## config.mk

```make
export PLATFORM = sky130hd
export DESIGN_NAME = display_arbiter
export DESIGN_NICKNAME = d
export VERILOG_FILES = /design/src/rtl/display_arbiter_pkg.sv /design/src/rtl/display_arbiter_hold_timer.sv /design/src/rtl/display_arbiter.sv
export SDC_FILE = /design/constraint.sdc
export NUM_CORES = 1
export LEC_CHECK = 0
export BUFFER_PORTS_ARGS = -buffer_cell sky130_fd_sc_hd__buf_2
export CORE_MARGIN = 8
export CORE_UTILIZATION = 35
export CTS_CLUSTER_DIAMETER = 60
export DETAILED_ROUTE_END_ITERATION = 16
export PLACE_DENSITY_LB_ADDON = 0.25
export SYNTH_ARGS = -nofsm -noshare
export SYNTH_HDL_FRONTEND = slang
export SYNTH_SLANG_ARGS = --single-unit
```

## constraint.sdc

```tcl
create_clock -name clk -period 7.49 [get_ports clk]
set_input_delay 1.498 -clock clk [delete_from_list [all_inputs] [get_ports clk]]
set_output_delay 1.498 -clock clk [all_outputs]
set_load 0.005 [all_outputs]
```

## src/rtl/display_arbiter_pkg.sv

```systemverilog
// Shared display codes, FSM states and limits for the display arbiter.
package display_arbiter_pkg;

  localparam int unsigned CONTR_POS = 0;
  localparam int unsigned CONTR_NEG = 1;
  localparam int unsigned CONTR_ERR = 2;
  localparam int unsigned CONTR_DOT = 4;

  // Largest negative magnitude the display can render.
  localparam int unsigned NEG_LIMIT = 999;

  typedef enum logic [1:0] {
    ST_IDLE,
    ST_SHOW_OP,
    ST_SHOW_RES,
    ST_SHOW_ERR
  } state_e;

endpackage

```

## src/rtl/display_arbiter_hold_timer.sv

```systemverilog
// Minimum-display hold counter: loads a value, counts down to zero and stays there.
module disp_hold_timer #(
  parameter int unsigned CW = 4
) (
  input  logic          clk,
  input  logic          rst,
  input  logic          i_load,
  input  logic [CW-1:0] i_load_val,
  output logic          o_expired_c
);

  logic [CW-1:0] r_cnt;

  always_ff @(posedge clk or posedge rst) begin
    if (rst) begin
      r_cnt <= '0;
    end else if (i_load) begin
      r_cnt <= i_load_val;
    end else if (r_cnt != '0) begin
      r_cnt <= r_cnt - CW'(1);
    end
  end

  assign o_expired_c = (r_cnt == '0);

endmodule

```

## src/rtl/display_arbiter.sv

```systemverilog
// Arbitrates operand entry and ALU results onto a registered display interface,
// holding each result for a minimum time and buffering the newest operand meanwhile.
module display_arbiter
  import display_arbiter_pkg::*;
#(
  parameter int unsigned IND_ALU     = 11,
  parameter int unsigned C_ALU       = 3,
  parameter int unsigned HOLD_CYCLES = 10_000_000
) (
  input  logic               clk,
  input  logic               rst,
  input  logic               clr,
  input  logic               op_valid,
  input  logic [IND_ALU-1:0] op_data,
  input  logic               res_valid,
  output logic               res_ready,
  input  logic [IND_ALU:0]   res_data,
  input  logic               res_err,
  input  logic               res_frac,
  output logic [IND_ALU-1:0] disp_data,
  output logic [C_ALU-1:0]   disp_contr,
  output logic               show_res
);

  localparam int unsigned RW = IND_ALU + 1;
  localparam int unsigned CW = $clog2(HOLD_CYCLES + 1);

  state_e             r_state;
  state_e             w_state_nxt;
  logic [IND_ALU-1:0] r_disp_data;
  logic [IND_ALU-1:0] w_disp_data_nxt;
  logic [C_ALU-1:0]   r_disp_contr;
  logic [C_ALU-1:0]   w_disp_contr_nxt;
  logic               r_show_res;
  logic               r_pend_valid;
  logic               w_pend_valid_nxt;
  logic [IND_ALU-1:0] r_pend_data;
  logic [IND_ALU-1:0] w_pend_data_nxt;

  logic               w_expired;
  logic               w_hold_open;
  logic               w_accept;
  logic               w_load;
  logic [CW-1:0]      w_load_val;
  logic               w_neg;
  logic [RW-1:0]      w_mag;
  logic               w_err;
  logic               w_showing;

  assign w_showing   = (r_state == ST_SHOW_RES) || (r_state == ST_SHOW_ERR);
  assign w_hold_open = !w_showing || w_expired;
  assign res_ready   = !clr && w_hold_open;
  assign w_accept    = res_valid && res_ready;

  // Magnitude kept at full result width so the most negative value still reads as too large.
  assign w_neg = res_data[RW-1];
  assign w_mag = w_neg ? RW'(-res_data) : res_data;
  assign w_err = res_err || (w_neg && ((w_mag > RW'(NEG_LIMIT)) || res_frac));

  // A clear reuses the load path with zero so the hold is dropped immediately.
  assign w_load     = clr || w_accept;
  assign w_load_val = clr ? '0 : CW'(HOLD_CYCLES - 1);

  disp_hold_timer #(
    .CW (CW)
  ) u_hold_timer (
    .clk         (clk),
    .rst         (rst),
    .i_load      (w_load),
    .i_load_val  (w_load_val),
    .o_expired_c (w_expired)
  );

  always_ff @(posedge clk or posedge rst) begin
    if (rst) begin
      r_state      <= ST_IDLE;
      r_disp_data  <= '0;
      r_disp_contr <= '0;
      r_show_res   <= 1'b0;
      r_pend_valid <= 1'b0;
      r_pend_data  <= '0;
    end else begin
      r_state      <= w_state_nxt;
      r_disp_data  <= w_disp_data_nxt;
      r_disp_contr <= w_disp_contr_nxt;
      r_show_res   <= (w_state_nxt == ST_SHOW_RES) || (w_state_nxt == ST_SHOW_ERR);
      r_pend_valid <= w_pend_valid_nxt;
      r_pend_data  <= w_pend_data_nxt;
    end
  end

  // Priority: clear, accepted result, operand when display is free, operand buffered, pending drain.
  always_comb begin
    w_state_nxt      = r_state;
    w_disp_data_nxt  = r_disp_data;
    w_disp_contr_nxt = r_disp_contr;
    w_pend_valid_nxt = r_pend_valid;
    w_pend_data_nxt  = r_pend_data;

    if (clr) begin
      w_state_nxt      = ST_IDLE;
      w_disp_data_nxt  = '0;
      w_disp_contr_nxt = C_ALU'(CONTR_POS);
      w_pend_valid_nxt = 1'b0;
    end else if (w_accept) begin
      if (w_err) begin
        w_state_nxt      = ST_SHOW_ERR;
        w_disp_data_nxt  = '0;
        w_disp_contr_nxt = C_ALU'(CONTR_ERR);
      end else if (w_neg) begin
        w_state_nxt      = ST_SHOW_RES;
        w_disp_data_nxt  = w_mag[IND_ALU-1:0];
        w_disp_contr_nxt = C_ALU'(CONTR_NEG);
      end else begin
        w_state_nxt      = ST_SHOW_RES;
        w_disp_data_nxt  = res_data[IND_ALU-1:0];
        w_disp_contr_nxt = res_frac ? C_ALU'(CONTR_DOT) : C_ALU'(CONTR_POS);
      end
      if (op_valid) begin
        w_pend_valid_nxt = 1'b1;
        w_pend_data_nxt  = op_data;
      end
    end else if (op_valid && w_hold_open) begin
      w_state_nxt      = ST_SHOW_OP;
      w_disp_data_nxt  = op_data;
      w_disp_contr_nxt = C_ALU'(CONTR_POS);
      w_pend_valid_nxt = 1'b0;
    end else if (op_valid) begin
      w_pend_valid_nxt = 1'b1;
      w_pend_data_nxt  = op_data;
    end else if (w_showing && w_expired && r_pend_valid) begin
      w_state_nxt      = ST_SHOW_OP;
      w_disp_data_nxt  = r_pend_data;
      w_disp_contr_nxt = C_ALU'(CONTR_POS);
      w_pend_valid_nxt = 1'b0;
    end
  end

  assign disp_data  = r_disp_data;
  assign disp_contr = r_disp_contr;
  assign show_res   = r_show_res;

endmodule

```

# After elaboration in Yosys (flattened, before gate mapping)
# Cells that the tools add are included.
dict set report totals {
  register_bits 53
  inputBits 30
  output_inout_bits 16
}
dict set report classes {
  n_eq_ne 7
  n_reduce_logical 22
  n_lt_le_gt_ge 1
  add_sub_neg 2
  n_mux 34
  bitwise_logic 1
}
# op count
set ops {}
lappend ops {{two-way mux 11 bit} 10}
lappend ops {{two-way mux 24 bit} 3}
lappend ops {{zero test 24 bit} 1}
lappend ops {{two-way mux 3 bit} 8}
lappend ops {{nonzero test 24 bit} 1}
lappend ops {{subtractor 24 x 1 -> 24 bit, second input constant} 1}
lappend ops {{> comparator 12 x 10 -> 1 bit, second input constant} 1}
lappend ops {{two-way mux 12 bit} 1}
lappend ops {{negation 12 bit} 1}
lappend ops {{two-way mux 2 bit} 5}
lappend ops {{== test 2 bit, second input constant} 4}
lappend ops {{nonzero test 4 bit} 2}
lappend ops {{two-way mux 1 bit} 7}
lappend ops {{logical AND 1 bit} 6}
lappend ops {{logical OR 1 bit} 6}
lappend ops {{AND reduction 2 bit} 3}
lappend ops {{inequality test 4 x 2 -> 1 bit, second input constant} 1}
lappend ops {{inequality test 3 bit, second input constant} 1}
lappend ops {{zero test 1 bit} 2}
lappend ops {{inequality test 2 bit, second input constant} 1}
lappend ops {{nonzero test 2 bit} 1}
lappend ops {{inverter 1 bit} 1}

# Longest topological paths before layout
# Gate-level depths: netlist of the first run.
dict set report logic_depth {
  depth_word 11
  depth_mapped 9
}

# By module
# A second synthesis of the first run with hierarchy kept.
dict set report hier_totals {
  hier_cells 382
  hier_area_um2 3374.5
}
# mod area_per_inst_um2 cells_per_inst instances
set by_module_without_submodules {}
lappend by_module_without_submodules {display_arbiter 1793.0 204 1}
lappend by_module_without_submodules {disp_hold_timer 1581.5 178 1}

# Least setup slack after synthesis of the first run
# No wires, ideal clock.
dict set report synth_timing {
  path_kind {register -> output}
  startpoint {register u_hold_timer.r_cnt[0]}
  endpoint {output port res_ready}
  required_time_ps 5992
  arrival_time_ps 2161
  n_path_buf 2
  setup_slack_ps 3831
  stages_incl_launch_ff 9
  path_cell_list {dfrtp_1 -> inv_1 -> ha_1 -> nor3b_2 -> nand3b_2 -> or3_1 -> clkbuf_1 -> clkbuf_1 -> a21oi_1}
}
dict set report synth_via {
  elab_chain_len 3
}
# element line_no
set synth_rtl {}
lappend synth_rtl {{start, declared} display_arbiter_hold_timer.sv:12} ;# logic [CW-1:0] r_cnt;
lappend synth_rtl {{start signal, assigned} display_arbiter_hold_timer.sv:18} ;# r_cnt <= i_load_val;
lappend synth_rtl {{start signal, assigned} display_arbiter_hold_timer.sv:20} ;# r_cnt <= r_cnt - CW'(1);
lappend synth_rtl {{zero test 24 bit} display_arbiter_hold_timer.sv:24} ;# assign o_expired_c = (r_cnt == '0);
lappend synth_rtl {{logical OR 1 bit} display_arbiter.sv:51} ;# assign w_hold_open = !w_showing || w_expired;
lappend synth_rtl {{logical AND 1 bit} display_arbiter.sv:52} ;# assign res_ready = !clr && w_hold_open;
lappend synth_rtl {{end, declared} display_arbiter.sv:16} ;# output logic res_ready,
# No other way between the ends.

# Worst setup path after layout of the first run
# Ends and elaborated chain as after synthesis.

==> metrics.txt, run 1 <==
# TYPE chip_impl_metric gauge
chip_impl_info{name="result_of_the_run",value="complete, no violations"} 1
chip_impl_metric{name="synthesis.area",unit="mm^2"} 0.00311
chip_impl_info{name="synth_ff_type",value="sky130_fd_sc_hd__dfrtp_1"} 1
chip_impl_info{name="timing.hold.worst_endpoint",value="disp_data[10]"} 1
chip_impl_metric{name="overflow",unit=""} 0
chip_impl_metric{name="max_freq",unit="GHz"} 0.237
chip_impl_metric{name="grt_use_total",unit=""} 0.134
chip_impl_info{name="tritoncts",value="yes"} 1
chip_impl_metric{name="dp_cells",unit=""} 460
chip_impl_metric{name="globalplace.congestion",unit=""} 0.825
chip_impl_metric{name="antenna_found_initial",unit=""} 0
chip_impl_metric{name="holdPathStages",unit=""} 2
chip_impl_metric{name="finish.cell_count_without_fillers",unit=""} 467
chip_impl_metric{name="gate_count_post_synth",unit=""} 320
chip_impl_metric{name="static-leakage-power",unit="nW"} 1.60
chip_impl_metric{name="wl_per_cell",unit="um"} 16.5
chip_impl_metric{name="placement.cell_area",unit="mm^2"} 0.00342
chip_impl_metric{name="cts_sinks",unit=""} 52
chip_impl_metric{name="vdd_ir_drop_max",unit="V"} 0.0000890
chip_impl_metric{name="yosysSeqAreaShare",unit=""} 0.419
chip_impl_metric{name="clock_tree.htree_level_count",unit=""} 2
chip_impl_metric{name="yosys.cell_types.count",unit=""} 62
chip_impl_metric{name="min_period",unit="ns"} 4.21
chip_impl_metric{name="detailed_route_iter0_violations",unit=""} 170
chip_impl_metric{name="timing.setup.tns",unit="ns"} 0
chip_impl_metric{name="placeableCoreArea",unit="mm^2"} 0.00868
chip_impl_metric{name="floorplan.die.height",unit="um"} 110
chip_impl_info{name="criticalPathCategory",value="flop to primary output"} 1
chip_impl_metric{name="clockBufferDepth",unit=""} 2
chip_impl_metric{name="worst_setup_hold_path_clk_slew",unit="ns"} 0.10
chip_impl_metric{name="worst_slew_pin_slew",unit="ns"} 1.16
chip_impl_metric{name="grt_first_pass_wirelength",unit="um"} 12900
chip_impl_metric{name="finalMaxSlewViolations",unit=""} 0
chip_impl_metric{name="start_util",unit=""} 0.358
chip_impl_metric{name="design.final.nets",unit=""} 391
chip_impl_metric{name="area.sequential",unit="mm^2"} 0.00130
chip_impl_metric{name="synthesized_area_per_cell",unit="um^2"} 9.71
chip_impl_info{name="min_path_type",value="flop to flop"} 1
chip_impl_metric{name="cts_resized",unit=""} 0
chip_impl_metric{name="io-pin-count",unit=""} 46
chip_impl_metric{name="synth_fp_nets",unit=""} 352
chip_impl_metric{name="n_fill_cell",unit=""} 868
chip_impl_metric{name="drc_errors",unit=""} 0
chip_impl_metric{name="timing.slew.headroom",unit=""} 0.224
chip_impl_info{name="hold_start",value="disp_data[10]"} 1
chip_impl_metric{name="hpwl",unit="um"} 5660
chip_impl_metric{name="post_route_cell_area",unit="mm^2"} 0.00351
chip_impl_metric{name="required",unit="ns"} 5.99
chip_impl_metric{name="drtPass1Iterations",unit=""} 4
chip_impl_metric{name="timing.clock.skew",unit="ns"} 0.0110
chip_impl_metric{name="period_share",unit=""} 0.562
chip_impl_metric{name="antenna_left",unit=""} 0
chip_impl_metric{name="share_of_cells_above_drive_strength_1",unit=""} 0.201
chip_impl_metric{name="postRouteWirelength",unit="um"} 7690
chip_impl_metric{name="synth-edff-count",unit=""} 0
chip_impl_metric{name="signed_area_change_from_the_synthesized_netlist_to_the_final_layout",unit="%"} 13.0
chip_impl_info{name="setup.worst_path.end_class",value="primary output"} 1
chip_impl_metric{name="hold_viol_final",unit=""} 0
chip_impl_metric{name="final_util",unit=""} 0.405
chip_impl_metric{name="buffers_inserted_by_post_cts_timing_repair",unit=""} 0
chip_impl_info{name="clock_tree.root_cell",value="sky130_fd_sc_hd__clkbuf_8"} 1
chip_impl_metric{name="vias_per_cell",unit=""} 5.40
chip_impl_metric{name="yosysWarningCount",unit=""} 0
chip_impl_metric{name="crit_fanout",unit=""} 22
chip_impl_info{name="worstSetupStartpointType",value="flop"} 1
chip_impl_metric{name="ys_ff_latch",unit=""} 52
chip_impl_metric{name="numPortBuffers",unit=""} 45
chip_impl_metric{name="tritoncts.num_buffers",unit=""} 5
chip_impl_metric{name="count_of_hold_buffers_inserted_by_post_cts_repair",unit=""} 0
chip_impl_metric{name="cap_violations",unit=""} 0
chip_impl_metric{name="worst_ep_arrival_time",unit="ns"} 2.71
chip_impl_metric{name="multi_input_area",unit="mm^2"} 0.00171
chip_impl_info{name="timing.rr.end",value="disp_data[10]"} 1
chip_impl_metric{name="die_footprint",unit="mm^2"} 0.0122
chip_impl_metric{name="route.vias.total",unit=""} 2522
chip_impl_metric{name="grt_max_degree",unit=""} 53
chip_impl_metric{name="fp.dieW",unit="um"} 110
chip_impl_metric{name="worstSkewPairLatency",unit="ns"} 0.31
chip_impl_metric{name="r2r_cells",unit=""} 8
chip_impl_metric{name="timing.final.setup_violations",unit=""} 0
chip_impl_info{name="reg2reg_from",value="u_hold_timer.r_cnt[0]"} 1
chip_impl_metric{name="power_density",unit="mW/mm^2"} 186
chip_impl_metric{name="first_global_vias",unit=""} 2522
chip_impl_info{name="grt_setup_unrepaired",value="no"} 1
chip_impl_metric{name="synth-async-reset-ratio",unit=""} 1.00
chip_impl_metric{name="insertedDiodeCount",unit=""} 0
chip_impl_metric{name="ff2ff_setup_slack",unit="ns"} 4.55
chip_impl_metric{name="placement_rows",unit=""} 34
where the power goes:
part           switching (W)  internal, W
sequential         0.0000234     0.000308
combinational      0.0000910    0.0000662
clock              0.0000916    0.0000739
metal layers:
layer,track usage,part of all wire,vias up
li1,-,-,1238
met1,0.190,0.49,1227
met2,0.202,0.44,52
met3,0.0291,0.055,5
met4,0.0324,0.0094,0
met5,0,0,-
cell families (layout without fill, tap and decap cells):
logic type | Yosys count | in the layout | synth area share
and+or+nand+nor | 126 | 126 | 0.229
AOI/OAI and AO/OA | 71 | 71 | 0.170
DFF | 52 | 52 | 0.419
buffers and inverters | 24 | 63 | 0.0338
xor gates and xnor gates | 23 | 23 | 0.0648
muxes | 22 | 22 | 0.0753
adders and majority gates | 2 | 2 | 0.00805
area by class of cell:
cell class                      instances  share of cell area
Multi-Input combinational cell        244               0.487
Sequential cell                        52               0.371
Timing Repair Buffer                   47              0.0684
Tap cell                              108              0.0385
Clock buffer                            6              0.0235
Inverter                                9             0.00962
Clock inverter                          1             0.00249
stage by stage:
stage                     setup slack [ns]  hold WS [ns]  total power (W)
final                                 3.28         0.494         0.000655
after detailed placement              3.61         0.480         0.000495
after CTS                             3.25         0.502         0.000662
after floorplan                       3.83         0.456         0.000446
after global placement                3.68         0.466         0.000493
after global routing                  3.09         0.521         0.000695
cells in the final DEF, fill, tap and decap left out, drive strengths merged, types with 3 or more instances in the layout:
cell type | synthesis | routed
dfrtp | 52 | 52
a211o | 6 | 6
or3 | 5 | 5
o41ai | 3 | 3
clkbuf | 10 | 6
nor3 | 9 | 9
inv | 9 | 9
nand2 | 28 | 28
o21ai | 6 | 6
xor2 | 17 | 17
nand2b | 7 | 7
a211oi | 4 | 4
and3 | 3 | 3
nor2b | 5 | 5
mux2i | 11 | 11
a221o | 5 | 5
nand3b | 4 | 4
nor2 | 35 | 35
nor4 | 8 | 8
mux2 | 11 | 11
buf | 5 | 47
nand4 | 4 | 4
a21oi | 27 | 27
nand3 | 8 | 8
a32o | 4 | 4
xnor2 | 6 | 6
o31ai | 3 | 3
flip-flops by register name, indices dropped and copies added, names as in the netlist:
signal and cells:
disp_contr 3, disp_data 11, r_pend_data 11, r_pend_valid 1, r_state 1, show_res 1
u_hold_timer.r_cnt 24
cell usage after synthesis, types with 2 or more instances:
cell                       count  area, um^2
sky130_fd_sc_hd__nor3_1        7        35.0
sky130_fd_sc_hd__o31ai_1       2        15.0
sky130_fd_sc_hd__a211o_1       6        52.6
sky130_fd_sc_hd__nand3b_1      3        22.5
sky130_fd_sc_hd__mux2i_1      11         110
sky130_fd_sc_hd__o21ai_1       2        10.0
sky130_fd_sc_hd__o41ai_1       2        17.5
sky130_fd_sc_hd__nor2b_1       5        31.3
sky130_fd_sc_hd__inv_1         9        33.8
sky130_fd_sc_hd__a21oi_1      25         125
sky130_fd_sc_hd__nor4_2        3        37.5
sky130_fd_sc_hd__o21ai_0       4        20.0
sky130_fd_sc_hd__a221o_1       5        50.1
sky130_fd_sc_hd__nor2_1       35         131
sky130_fd_sc_hd__and3_1        2        12.5
sky130_fd_sc_hd__a211oi_1      4        30.0
sky130_fd_sc_hd__or3_1         5        31.3
sky130_fd_sc_hd__nor4_4        2        42.5
sky130_fd_sc_hd__xor2_1       17         149
sky130_fd_sc_hd__dfrtp_1      52        1300
sky130_fd_sc_hd__nand2b_1      7        43.8
sky130_fd_sc_hd__xnor2_1       6        52.6
sky130_fd_sc_hd__nand3_1       8        40.0
sky130_fd_sc_hd__a21o_1        2        15.0
sky130_fd_sc_hd__a21oi_2       2        17.5
sky130_fd_sc_hd__and2_1        2        12.5
sky130_fd_sc_hd__nand2_1      28         105
sky130_fd_sc_hd__a32o_1        4        40.0
sky130_fd_sc_hd__clkbuf_1     10        37.5
sky130_fd_sc_hd__nor4_1        3        18.8
sky130_fd_sc_hd__ha_1          2        25.0
sky130_fd_sc_hd__mux2_1       10         113
sky130_fd_sc_hd__buf_2         3        15.0
sky130_fd_sc_hd__nand4_1       4        25.0
worst max-delay path by stage:
stage / end / slack [ns] / from
detailed placement: res_ready / 3.61 / u_hold_timer.r_cnt[0]
floorplan: res_ready / 3.83 / u_hold_timer.r_cnt[0]
CTS: res_ready / 3.25 / u_hold_timer.r_cnt[0]
global placement: res_ready / 3.68 / u_hold_timer.r_cnt[0]
global route: res_ready / 3.09 / u_hold_timer.r_cnt[0]
finish: res_ready / 3.28 / u_hold_timer.r_cnt[0]
critical path: stages (launching register included):
cell and delay (ns):
sky130_fd_sc_hd__dfrtp_1 0.43, sky130_fd_sc_hd__inv_1 0.08, sky130_fd_sc_hd__ha_1 0.16, sky130_fd_sc_hd__nor3b_2 0.32, sky130_fd_sc_hd__nand3b_2 0.26, sky130_fd_sc_hd__or3_1 0.75
sky130_fd_sc_hd__a21oi_1 0.27, sky130_fd_sc_hd__buf_2 0.14
Power figures use the tool's default switching activity.
==> inputs of run 2 (changes only) <==
Clock period 7.49 ns to 3.7 ns, I/O delays scaled along.
==> run 2 against run 1 <==
  * Register-to-register slack worse by 3.8 ns
  * Clock skew decreased by 0.0017 ns
  * Sequential power increased by 100%
  * Power up 100%
  * Routed wire length hardly changed
==> metrics.txt, run 2 (synthesis results as in run 1) <==
# TYPE chip_impl_metric gauge
chip_impl_metric{name="clock_tree.htree_level_count",unit=""} 2
chip_impl_metric{name="post_route_cell_area",unit="mm^2"} 0.00353
chip_impl_metric{name="cts_sinks",unit=""} 52
chip_impl_metric{name="antenna_found_initial",unit=""} 0
chip_impl_metric{name="power_density",unit="mW/mm^2"} 377
chip_impl_metric{name="required",unit="ns"} 2.96
chip_impl_metric{name="placement_rows",unit=""} 34
chip_impl_metric{name="period_share",unit=""} 0.879
chip_impl_metric{name="buffers_inserted_by_post_cts_timing_repair",unit=""} 0
chip_impl_info{name="highest_routed_layer",value="met4"} 1
chip_impl_metric{name="worst_ep_arrival_time",unit="ns"} 2.51
chip_impl_metric{name="cap_violations",unit=""} 0
chip_impl_info{name="layout.cells.most_common_list",value="52 x sky130_fd_sc_hd__dfrtp_1, 45 x sky130_fd_sc_hd__buf_2, 35 x sky130_fd_sc_hd__nor2_1"} 1
chip_impl_info{name="max_flop_register",value="u_hold_timer.r_cnt"} 1
chip_impl_metric{name="detailed_route_iter0_violations",unit=""} 202
chip_impl_metric{name="floorplan.die.height",unit="um"} 110
chip_impl_metric{name="signed_area_change_from_the_synthesized_netlist_to_the_final_layout",unit="%"} 13.6
chip_impl_metric{name="hpwl",unit="um"} 5650
chip_impl_metric{name="timing.setup.tns",unit="ns"} 0
chip_impl_metric{name="max_freq",unit="GHz"} 0.307
chip_impl_info{name="result_of_the_run",value="complete, no violations"} 1
chip_impl_metric{name="antenna_left",unit=""} 0
chip_impl_metric{name="drc_errors",unit=""} 0
chip_impl_info{name="worstSetupStartpointType",value="flop"} 1
chip_impl_metric{name="cts_resized",unit=""} 0
chip_impl_metric{name="worstSkewPairLatency",unit="ns"} 0.31
chip_impl_info{name="criticalPathCategory",value="flop to primary output"} 1
chip_impl_metric{name="clockBufferDepth",unit=""} 2
chip_impl_metric{name="wl_met2",unit="um"} 3270
chip_impl_metric{name="multi_input_area",unit="mm^2"} 0.00171
chip_impl_metric{name="area.sequential",unit="mm^2"} 0.00130
chip_impl_metric{name="largest_register_ffs",unit=""} 24
chip_impl_metric{name="static-leakage-power",unit="nW"} 1.61
chip_impl_metric{name="hold_viol_final",unit=""} 0
chip_impl_metric{name="timing.clock.skew",unit="ns"} 0.00932
chip_impl_metric{name="tritoncts.num_buffers",unit=""} 5
chip_impl_info{name="clock_tree.root_cell",value="sky130_fd_sc_hd__clkbuf_8"} 1
chip_impl_metric{name="worst_setup_hold_path_clk_slew",unit="ns"} 0.09
chip_impl_metric{name="worst_slew_pin_slew",unit="ns"} 1.10
chip_impl_metric{name="wl_met1",unit="um"} 3960
chip_impl_metric{name="timing.slew.headroom",unit=""} 0.266
chip_impl_metric{name="io-pin-count",unit=""} 46
chip_impl_metric{name="count_of_hold_buffers_inserted_by_post_cts_repair",unit=""} 0
chip_impl_metric{name="n_fill_cell",unit=""} 902
chip_impl_metric{name="insertedDiodeCount",unit=""} 0
chip_impl_info{name="grt_setup_unrepaired",value="no"} 1
chip_impl_metric{name="finalMaxSlewViolations",unit=""} 0
chip_impl_info{name="min_path_type",value="flop to flop"} 1
chip_impl_metric{name="totalPowerFinal",unit="W"} 0.00133
chip_impl_metric{name="start_util",unit=""} 0.358
chip_impl_metric{name="vias_per_cell",unit=""} 5.44
chip_impl_metric{name="placeableCoreArea",unit="mm^2"} 0.00868
chip_impl_metric{name="placement.cell_area",unit="mm^2"} 0.00344
chip_impl_info{name="setup.worst_path.end_class",value="primary output"} 1
chip_impl_metric{name="dr_wl_met3",unit="um"} 364
chip_impl_metric{name="final.hold.worst_slack",unit="ns"} 0.498
chip_impl_metric{name="numPortBuffers",unit=""} 45
chip_impl_metric{name="crit_fanout",unit=""} 13
chip_impl_metric{name="grt_max_degree",unit=""} 53
chip_impl_metric{name="overflow",unit=""} 0
chip_impl_metric{name="final_util",unit=""} 0.407
chip_impl_metric{name="fp.dieW",unit="um"} 110
chip_impl_metric{name="first_global_vias",unit=""} 2529
chip_impl_metric{name="share_of_cells_above_drive_strength_1",unit=""} 0.204
chip_impl_metric{name="route.vias.total",unit=""} 2560
chip_impl_metric{name="globalplace.congestion",unit=""} 0.774
chip_impl_metric{name="drtPass1Iterations",unit=""} 4
chip_impl_metric{name="timing.final.setup_violations",unit=""} 0
chip_impl_metric{name="wl_per_cell",unit="um"} 16.3
chip_impl_metric{name="postRouteWirelength",unit="um"} 7690
chip_impl_info{name="tritoncts",value="yes"} 1
chip_impl_metric{name="min_period",unit="ns"} 3.25
chip_impl_metric{name="design.final.nets",unit=""} 394
chip_impl_metric{name="die_footprint",unit="mm^2"} 0.0122
chip_impl_metric{name="grt_first_pass_wirelength",unit="um"} 13100
chip_impl_metric{name="vdd_ir_drop_max",unit="V"} 0.000232
chip_impl_metric{name="grt_use_total",unit=""} 0.135
chip_impl_info{name="layout_commonest_cell",value="sky130_fd_sc_hd__dfrtp_1"} 1
[run 2: cell types whose count changed in the layout (fill, tap and decap cells not counted)]
cell | before | now
sky130_fd_sc_hd__buf_4 | 2 | 5
sky130_fd_sc_hd__clkbuf_1 | 0 | 2
sky130_fd_sc_hd__clkinv_4 | 1 | 0
[run 2: layout make-up]
class | count | share of cell area
multi-input combinational | 244 | 0.484
timing repair buffer | 50 | 0.0744
sequential | 52 | 0.368
inverter | 9 | 0.00956
clock buffer | 8 | 0.0255
tap | 108 | 0.0383
[run 2: worst paths after layout]
| path | cells past startpoint | to | startpoint | slack (ns) |
|---|---|---|---|---|
| min in group asynchronous | 2 | r_pend_data[4] | rst | 0.70 |
| min reg2reg | 1 | r_pend_data[10] | r_pend_data[10] | 0.50 |
| min | 1 | r_pend_data[10] | r_pend_data[10] | 0.50 |
| max in group asynchronous | 2 | u_hold_timer.r_cnt[23] | rst | 2.33 |
| max reg2reg | 9 | disp_data[10] | u_hold_timer.r_cnt[0] | 0.73 |
| max | 7 | res_ready | u_hold_timer.r_cnt[0] | 0.45 |
[run 2: where the power goes]
part	leakage (nW)	total (W)	internal, W	switching, W
clock	0.0455	0.000340	0.000153	0.000187
sequential	0.676	0.000672	0.000624	0.0000473
combinational	0.887	0.000320	0.000136	0.000184
total	1.61	0.00133	0.000914	0.000418
[run 2: layer usage]
metal | up-vias | GRT usage
met1 | 1246 | 0.198
met4 | 0 | 0.0400
met3 | 9 | 0.0267
met5 | - | 0
met2 | 54 | 0.196
li1 | 1251 | -
[run 2: metrics by stage]
stage | instances | worst slack, ns
2_1_floorplan | 320 | 0.799
3_3_place_gp | 463 | 0.554
3_5_place_dp | 463 | 0.594
4_1_cts | 471 | 0.433
5_1_grt | 471 | 0.281
6_report | 471 | 0.448
[run 2: worst max-delay path: stages, from the launching register on]
cell and delay (ns):
sky130_fd_sc_hd__dfrtp_1 0.43, sky130_fd_sc_hd__inv_1 0.08, sky130_fd_sc_hd__ha_1 0.17, sky130_fd_sc_hd__nor3b_2 0.32
sky130_fd_sc_hd__nand3b_2 0.27, sky130_fd_sc_hd__or3_1 0.61, sky130_fd_sc_hd__a21oi_1 0.20, sky130_fd_sc_hd__buf_2 0.13
